$ cat src/rtl/instruction_fetch_if.sv
// Fetch-unit bus: program-memory request/ack, pipeline control and decode handoff.
// master = fetch unit, slave = memory/pipeline environment.
interface instruction_fetch_if;
  logic [31:0] o_pc;
  logic        o_instruction_request;
  logic [31:0] i_instruction;
  logic        i_ack;
  logic        i_stall;
  logic        i_redirect;
  logic [31:0] i_redirect_pc;
  logic        o_if_valid;
  logic        i_id_ready;
  logic [31:0] o_if_instruction;
  logic [31:0] o_if_pc;
  logic        o_misaligned;

  modport master (
    output o_pc, o_instruction_request, o_if_valid, o_if_instruction, o_if_pc, o_misaligned,
    input  i_instruction, i_ack, i_stall, i_redirect, i_redirect_pc, i_id_ready
  );

  modport slave (
    input  o_pc, o_instruction_request, o_if_valid, o_if_instruction, o_if_pc, o_misaligned,
    output i_instruction, i_ack, i_stall, i_redirect, i_redirect_pc, i_id_ready
  );
endinterface

$ cat src/rtl/instruction_fetch.sv
// Instruction fetch stage: issues program-memory requests, holds one fetched
// instruction for decode, and handles redirects including ones that land mid-request.
//
// state  | meaning
// S_BOOT | first cycle after reset, no request
// S_RUN  | request issued whenever the pipeline allows
// S_WAIT | request outstanding, waiting for ack
module instruction_fetch #(
  parameter logic [31:0] RESET_PC = 32'h0000_0000
) (
  input  logic                 i_clk,
  input  logic                 i_rst,
  instruction_fetch_if.master  bus
);

  typedef enum logic [1:0] {S_BOOT, S_RUN, S_WAIT} state_e;

  state_e      state_q, state_d;
  logic [31:0] pc_q, pc_d;
  logic [31:0] if_instr_q, if_instr_d;
  logic [31:0] if_pc_q, if_pc_d;
  logic [31:0] redir_pc_q, redir_pc_d;
  logic        if_valid_q, if_valid_d;
  logic        misaligned_q, misaligned_d;
  logic        discard_q, discard_d;
  logic        issue, req, capture, accept;
  logic [31:0] redirect_tgt;

  assign redirect_tgt = {bus.i_redirect_pc[31:2], 2'b00};
  assign accept       = if_valid_q && bus.i_id_ready;
  assign issue        = !bus.i_stall && !bus.i_redirect && (!if_valid_q || bus.i_id_ready);

  always_ff @(posedge i_clk) begin
    if (i_rst) begin
      state_q      <= S_BOOT;
      pc_q         <= RESET_PC;
      if_instr_q   <= 32'h0000_0013;
      if_pc_q      <= 32'h0000_0000;
      redir_pc_q   <= 32'h0000_0000;
      if_valid_q   <= 1'b0;
      misaligned_q <= 1'b0;
      discard_q    <= 1'b0;
    end else begin
      state_q      <= state_d;
      pc_q         <= pc_d;
      if_instr_q   <= if_instr_d;
      if_pc_q      <= if_pc_d;
      redir_pc_q   <= redir_pc_d;
      if_valid_q   <= if_valid_d;
      misaligned_q <= misaligned_d;
      discard_q    <= discard_d;
    end
  end

  always_comb begin
    state_d = state_q;
    case (state_q)
      S_BOOT:  state_d = S_RUN;
      S_RUN:   if (issue && !bus.i_ack) state_d = S_WAIT;
      S_WAIT:  if (bus.i_ack) state_d = S_RUN;
      default: state_d = S_BOOT;
    endcase
  end

  always_comb begin
    case (state_q)
      S_RUN:   req = issue;
      S_WAIT:  req = 1'b1;
      default: req = 1'b0;
    endcase
    if (i_rst) req = 1'b0;

    // an ack for a request that a redirect has overtaken is consumed but dropped
    capture = req && bus.i_ack && !discard_q && !bus.i_redirect;

    pc_d         = pc_q;
    if_instr_d   = if_instr_q;
    if_pc_d      = if_pc_q;
    if_valid_d   = if_valid_q;
    redir_pc_d   = redir_pc_q;
    discard_d    = discard_q;
    misaligned_d = bus.i_redirect && (bus.i_redirect_pc[1:0] != 2'b00);

    if (capture) begin
      if_instr_d = bus.i_instruction;
      if_pc_d    = pc_q;
      if_valid_d = 1'b1;
      pc_d       = pc_q + 32'd4;
    end else if (accept) begin
      if_valid_d = 1'b0;
    end

    if (state_q == S_WAIT) begin
      if (bus.i_redirect) begin
        redir_pc_d = redirect_tgt;
        discard_d  = 1'b1;
        if_valid_d = 1'b0;
      end
      if (bus.i_ack && (discard_q || bus.i_redirect)) begin
        pc_d      = bus.i_redirect ? redirect_tgt : redir_pc_q;
        discard_d = 1'b0;
      end
    end else if (bus.i_redirect) begin
      pc_d       = redirect_tgt;
      if_valid_d = 1'b0;
    end
  end

  assign bus.o_pc                  = pc_q;
  assign bus.o_instruction_request = req;
  assign bus.o_if_valid            = if_valid_q;
  assign bus.o_if_instruction      = if_instr_q;
  assign bus.o_if_pc               = if_pc_q;
  assign bus.o_misaligned          = misaligned_q;

endmodule

$ cat src/flat_wrapper.sv
// flat-port wrapper written by rule: the top's interface ports become plain ports
module instruction_fetch_flat 
#(
  parameter logic [31:0] RESET_PC = 32'h0000_0000
)
  (i_clk, i_rst, bus_o_pc, bus_o_instruction_request, bus_o_if_valid, bus_o_if_instruction, bus_o_if_pc, bus_o_misaligned, bus_i_instruction, bus_i_ack, bus_i_stall, bus_i_redirect, bus_i_redirect_pc, bus_i_id_ready);
  instruction_fetch_if bus_i ();
  input  logic i_clk;
  input  logic i_rst;
  output wire logic [$bits(bus_i.o_pc)-1:0] bus_o_pc;
  output wire logic [$bits(bus_i.o_instruction_request)-1:0] bus_o_instruction_request;
  output wire logic [$bits(bus_i.o_if_valid)-1:0] bus_o_if_valid;
  output wire logic [$bits(bus_i.o_if_instruction)-1:0] bus_o_if_instruction;
  output wire logic [$bits(bus_i.o_if_pc)-1:0] bus_o_if_pc;
  output wire logic [$bits(bus_i.o_misaligned)-1:0] bus_o_misaligned;
  input wire logic [$bits(bus_i.i_instruction)-1:0] bus_i_instruction;
  input wire logic [$bits(bus_i.i_ack)-1:0] bus_i_ack;
  input wire logic [$bits(bus_i.i_stall)-1:0] bus_i_stall;
  input wire logic [$bits(bus_i.i_redirect)-1:0] bus_i_redirect;
  input wire logic [$bits(bus_i.i_redirect_pc)-1:0] bus_i_redirect_pc;
  input wire logic [$bits(bus_i.i_id_ready)-1:0] bus_i_id_ready;
  assign bus_o_pc = bus_i.o_pc;
  assign bus_o_instruction_request = bus_i.o_instruction_request;
  assign bus_o_if_valid = bus_i.o_if_valid;
  assign bus_o_if_instruction = bus_i.o_if_instruction;
  assign bus_o_if_pc = bus_i.o_if_pc;
  assign bus_o_misaligned = bus_i.o_misaligned;
  assign bus_i.i_instruction = bus_i_instruction;
  assign bus_i.i_ack = bus_i_ack;
  assign bus_i.i_stall = bus_i_stall;
  assign bus_i.i_redirect = bus_i_redirect;
  assign bus_i.i_redirect_pc = bus_i_redirect_pc;
  assign bus_i.i_id_ready = bus_i_id_ready;
  instruction_fetch #(.RESET_PC(RESET_PC)) u_core (.i_clk(i_clk), .i_rst(i_rst), .bus(bus_i));
endmodule
$ cat config.mk
export PLATFORM = sky130hd
export DESIGN_NAME = instruction_fetch_flat
export DESIGN_NICKNAME = d
export VERILOG_FILES = /design/src/rtl/instruction_fetch_if.sv /design/src/rtl/instruction_fetch.sv /design/src/flat_wrapper.sv
export SDC_FILE = /design/constraint.sdc
export NUM_CORES = 1
export LEC_CHECK = 0
export ABC_AREA = 0
export BUFFER_PORTS_ARGS = -buffer_cell sky130_fd_sc_hd__buf_2
export CAP_MARGIN = 20
export CORE_UTILIZATION = 55
export DETAILED_ROUTE_END_ITERATION = 12
export PLACE_DENSITY = 0.93
export SETUP_SLACK_MARGIN = 0.1
export SLEW_MARGIN = 25
export SYNTH_ARGS = -nofsm -noshare
export SYNTH_HDL_FRONTEND = slang
export SYNTH_SLANG_ARGS = --single-unit
$ cat constraint.sdc
create_clock -name i_clk -period 3.2 [get_ports i_clk]
set_clock_uncertainty 0.15 [all_clocks]
set_input_delay 0.16 -clock i_clk [delete_from_list [all_inputs] [get_ports i_clk]]
set_output_delay 0.16 -clock i_clk [all_outputs]
set_load 0.01 [all_outputs]
==> flow_summary.json <==
{
  "hp-start": "bus_i_instruction[0]",
  "clk_pin_slew_ns": 0.06,
  "syn2layout_area_growth_pct": 44.4,
  "rsz0062_at_grt": "no",
  "die_w_um": 103,
  "synth-adder-area-share_pct": 0.890,
  "seq_area_um2": 2660,
  "pwr-share-comb_pct": 8.1,
  "worstSetupStartpoint": "u_core.state_q[0]$_SDFFE_PP0P_",
  "drtPass1Iterations": 6,
  "clock_latency_ns": 0.52,
  "min_period_ns": 3.01,
  "ys_seq_area_share_pct": 47.3,
  "cp_data_required_time_ns": 3.51,
  "relSlewSlack_pct": 41.3,
  "layout.nets": 1000,
  "synth_seq_cells": 133,
  "place_congestion": 0.878,
  "antenna_left": 0,
  "cts_max_level": 4,
  "wl_per_cell_um": 18.2,
  "p_total_mw": 4.20,
  "drv_cap": 0,
  "cts_tree": "done",
  "hp-class": "input port to flop",
  "overflow": 0,
  "cp.arrival_ns": 3.32,
  "final_common_cell": "nand2_1",
  "drc": 0,
  "grt_pass1_wl_um": 30000,
  "power.leakage_nw": 3.32,
  "avgSynthCellArea_um2": 8.25,
  "coreArea_um2": 9860,
  "hpwl_um": 10000,
  "vdd_drop_max_v": 0.000360,
  "synthArstFlopShare_pct": 0,
  "fin_crit_sh_pct": 94.1,
  "r2r_start": "u_core.state_q[0]$_SDFFE_PP0P_",
  "power.switching_mw": 0.965,
  "internal_power_mw": 3.24,
  "switching_share_pct": 23.0,
  "synth_cell_type_count": 57,
  "grt_usage_pct": 37.2,
  "worstPathCellList": "inv_1 -> ha_1 -> and3b_1 -> a32o_1 -> nand2_2 -> buf_12 -> nand2_1 -> a21oi_1 -> dlygate4sd3_1",
  "antenna_found_initial": 1,
  "grt_max_degree": 82,
  "clkPwrFrac_pct": 50.6,
  "viasPerCell": 5.93,
  "wirelength_um": 19500,
  "rows": 36,
  "synthFlopType": "dfxtp_1",
  "tns_ns": 0,
  "pin_count": 169,
  "end_kind": "flop",
  "crit_type": "flop to flop",
  "synth_mux_area_share_pct": 0.178,
  "ys_warn_count": 0,
  "clock-sinks": 133,
  "layout_common_cells": "nand2_1, buf_2, dfxtp_1",
  "post_cts_buffers": 0,
  "fillers": 561,
  "power_density_nw_per_um2": 518,
  "cp_num_buf_inv": 3,
  "syn_nets": 756,
  "worstMarginPinSlew_ns": 0.880,
  "clk_path_buf_depth": 2,
  "slew_violations": 0,
  "cp_slowest_cell": "dlygate4sd3_1",
  "start_util_pct": 57.0,
  "hold_violations": 0,
  "netlist_area_um2": 5620,
  "outcome": "finished, final reports clean",
  "die_area_um2": 10600,
  "syn_inst": 682,
  "numCtsBuffers": 17,
  "yosys.area_share.simple_pct": 24.2,
  "routed-via-count": 6354,
  "clock.fmax_mhz": 332,
  "setup-violations-final": 0,
  "slowest_delay_ns": 0.59,
  "synth_compound_area_share_pct": 19.4,
  "path_delay_family": "buffers and inverters",
  "multi_input_area_um2": 2710,
  "root_buffer": "clkbuf_8",
  "synth_edf_count": 0,
  "seq_power_share_pct": 41.4,
  "synth_top_family_by_area": "simple AND/OR/NAND/NOR gates",
  "grt_pass1_vias": 6083,
  "cp-start-kind": "flop",
  "drive_above_1_share_pct": 24.3,
  "synth-xor-area-share_pct": 3.27,
  "port-buffer-count": 168,
  "die_y_um": 103,
  "cp_max_fo": 52,
  "drt-initial-drc-count": 561
}
[final timing paths]
path / endpoint / cells past startpoint / slack [ns]
worst max-delay path: u_core.bus.o_if_instruction[3]$_SDFFE_PP0N_ / 9 / 0.19
worst min-delay path: u_core.bus.o_if_instruction[0]$_SDFFE_PP1N_ / 4 / 0.25
worst max register to register: u_core.bus.o_if_instruction[3]$_SDFFE_PP0N_ / 9 / 0.19
worst min register to register: u_core.bus.o_if_pc[29]$_SDFFE_PP0N_ / 2 / 0.30
[cells by family after synthesis]
kind of cell	count (synthesis)
DFF	133
and+or+nand+nor	288
muxes	1
xor gates and xnor gates	21
AOI/OAI and AO/OA	178
adders and majority gates	4
buffers and inverters	57
[through the flow]
step	hold slack [ns]	cells	utilization (%)	setup slack, ns	cell area (µm²)
after floorplan	0.134	682	-	1.00	5620
after global placement	0.220	942	65.8	0.908	6490
after detailed placement	0.227	942	65.8	0.801	6490
after CTS	0.226	1070	82.2	0.328	8110
after global routing	0.269	1071	82.3	0.108	8120
final	0.255	1071	82.3	0.188	8120
[state kept, by name, summed over array words and instances (netlist names)]
name / count
u_core.bus.o_if_valid: 1
u_core.bus.o_pc: 32
u_core.bus.o_if_pc: 32
u_core.bus.o_misaligned: 1
u_core.state_q: 2
u_core.discard_q: 1
u_core.redir_pc_q: 32
u_core.bus.o_if_instruction: 32
[cells in the mapped netlist (2+ instances only)]
library cell  count  area share, %
o311a_1           2           0.36
buf_2             4           0.36
o211ai_1          4           0.53
dfxtp_1         133             47
a22o_1            4           0.62
or4b_1            2           0.36
clkbuf_8          2           0.49
o221ai_1          2           0.31
nand2b_1          3           0.33
a211o_1           2           0.31
o21ai_0           3           0.27
or3_1             2           0.22
xnor2_1          19            3.0
and3_1            5           0.56
and2_1            4           0.44
a22oi_1          32            4.3
nor3b_1           2           0.27
xor2_1            2           0.31
nor4_1            6           0.67
nor2b_1           3           0.33
nor2_1           12           0.80
o311ai_0          2           0.31
nor3_1            6           0.53
clkbuf_1         36            2.4
nor4_2            6            1.3
a211oi_1          3           0.40
inv_1             4           0.27
and4_1            3           0.47
nor4b_2           2           0.53
nand3_1          11           0.98
or2_2             2           0.22
buf_1             6           0.40
buf_6             4           0.80
nand4_1          10            1.1
o22ai_1          22            2.4
ha_1              4           0.89
a21oi_1          95            8.5
nand2_1         199             13
[power groups by stage]
stage | registers, mW | clock network, mW | logic (mW)
finish | 1.74 | 2.12 | 0.339
global route | 1.74 | 2.20 | 0.364
CTS | 1.74 | 2.13 | 0.323
detailed placement | 1.77 | 0 | 0.251
global placement | 1.77 | 0 | 0.247
floorplan | 1.77 | 0 | 0.133
[area by class of cell]
type,count,share of cell area (%)
Antenna cell,1,0.0308
Tap cell,133,2.05
Clock inverter,11,2.43
Inverter,5,0.231
Sequential cell,133,32.8
Multi-Input combinational cell,492,33.3
Timing Repair Buffer,277,23.7
Clock buffer,19,5.44
[per-layer routing]
metal | part of all wire [%] | vias to the layer above | wire length (µm) | GRT usage [%]
li1 | - | 2878 | - | -
met1 | 38 | 2956 | 7430 | 42.1
met2 | 48 | 440 | 9410 | 63.0
met3 | 10 | 80 | 1990 | 10.2
met4 | 3.4 | 0 | 656 | 21.8
met5 | 0 | - | 0 | 0
[timing repair]
action | in CTS | in global routing
hold buffers | 98 | 0
endpoints found under the setup margin | 0 | 14
gates resized for setup | 0 | 1
hold endpoints to repair | 106 | 0
[tightest hold or removal path: stages]
cell,delay [ns]
dlygate4sd3_1,0.53
buf_2,0.10
nand2_1,0.04
nand3_1,0.07
No activity file was read; power rests on OpenSTA's default activity.
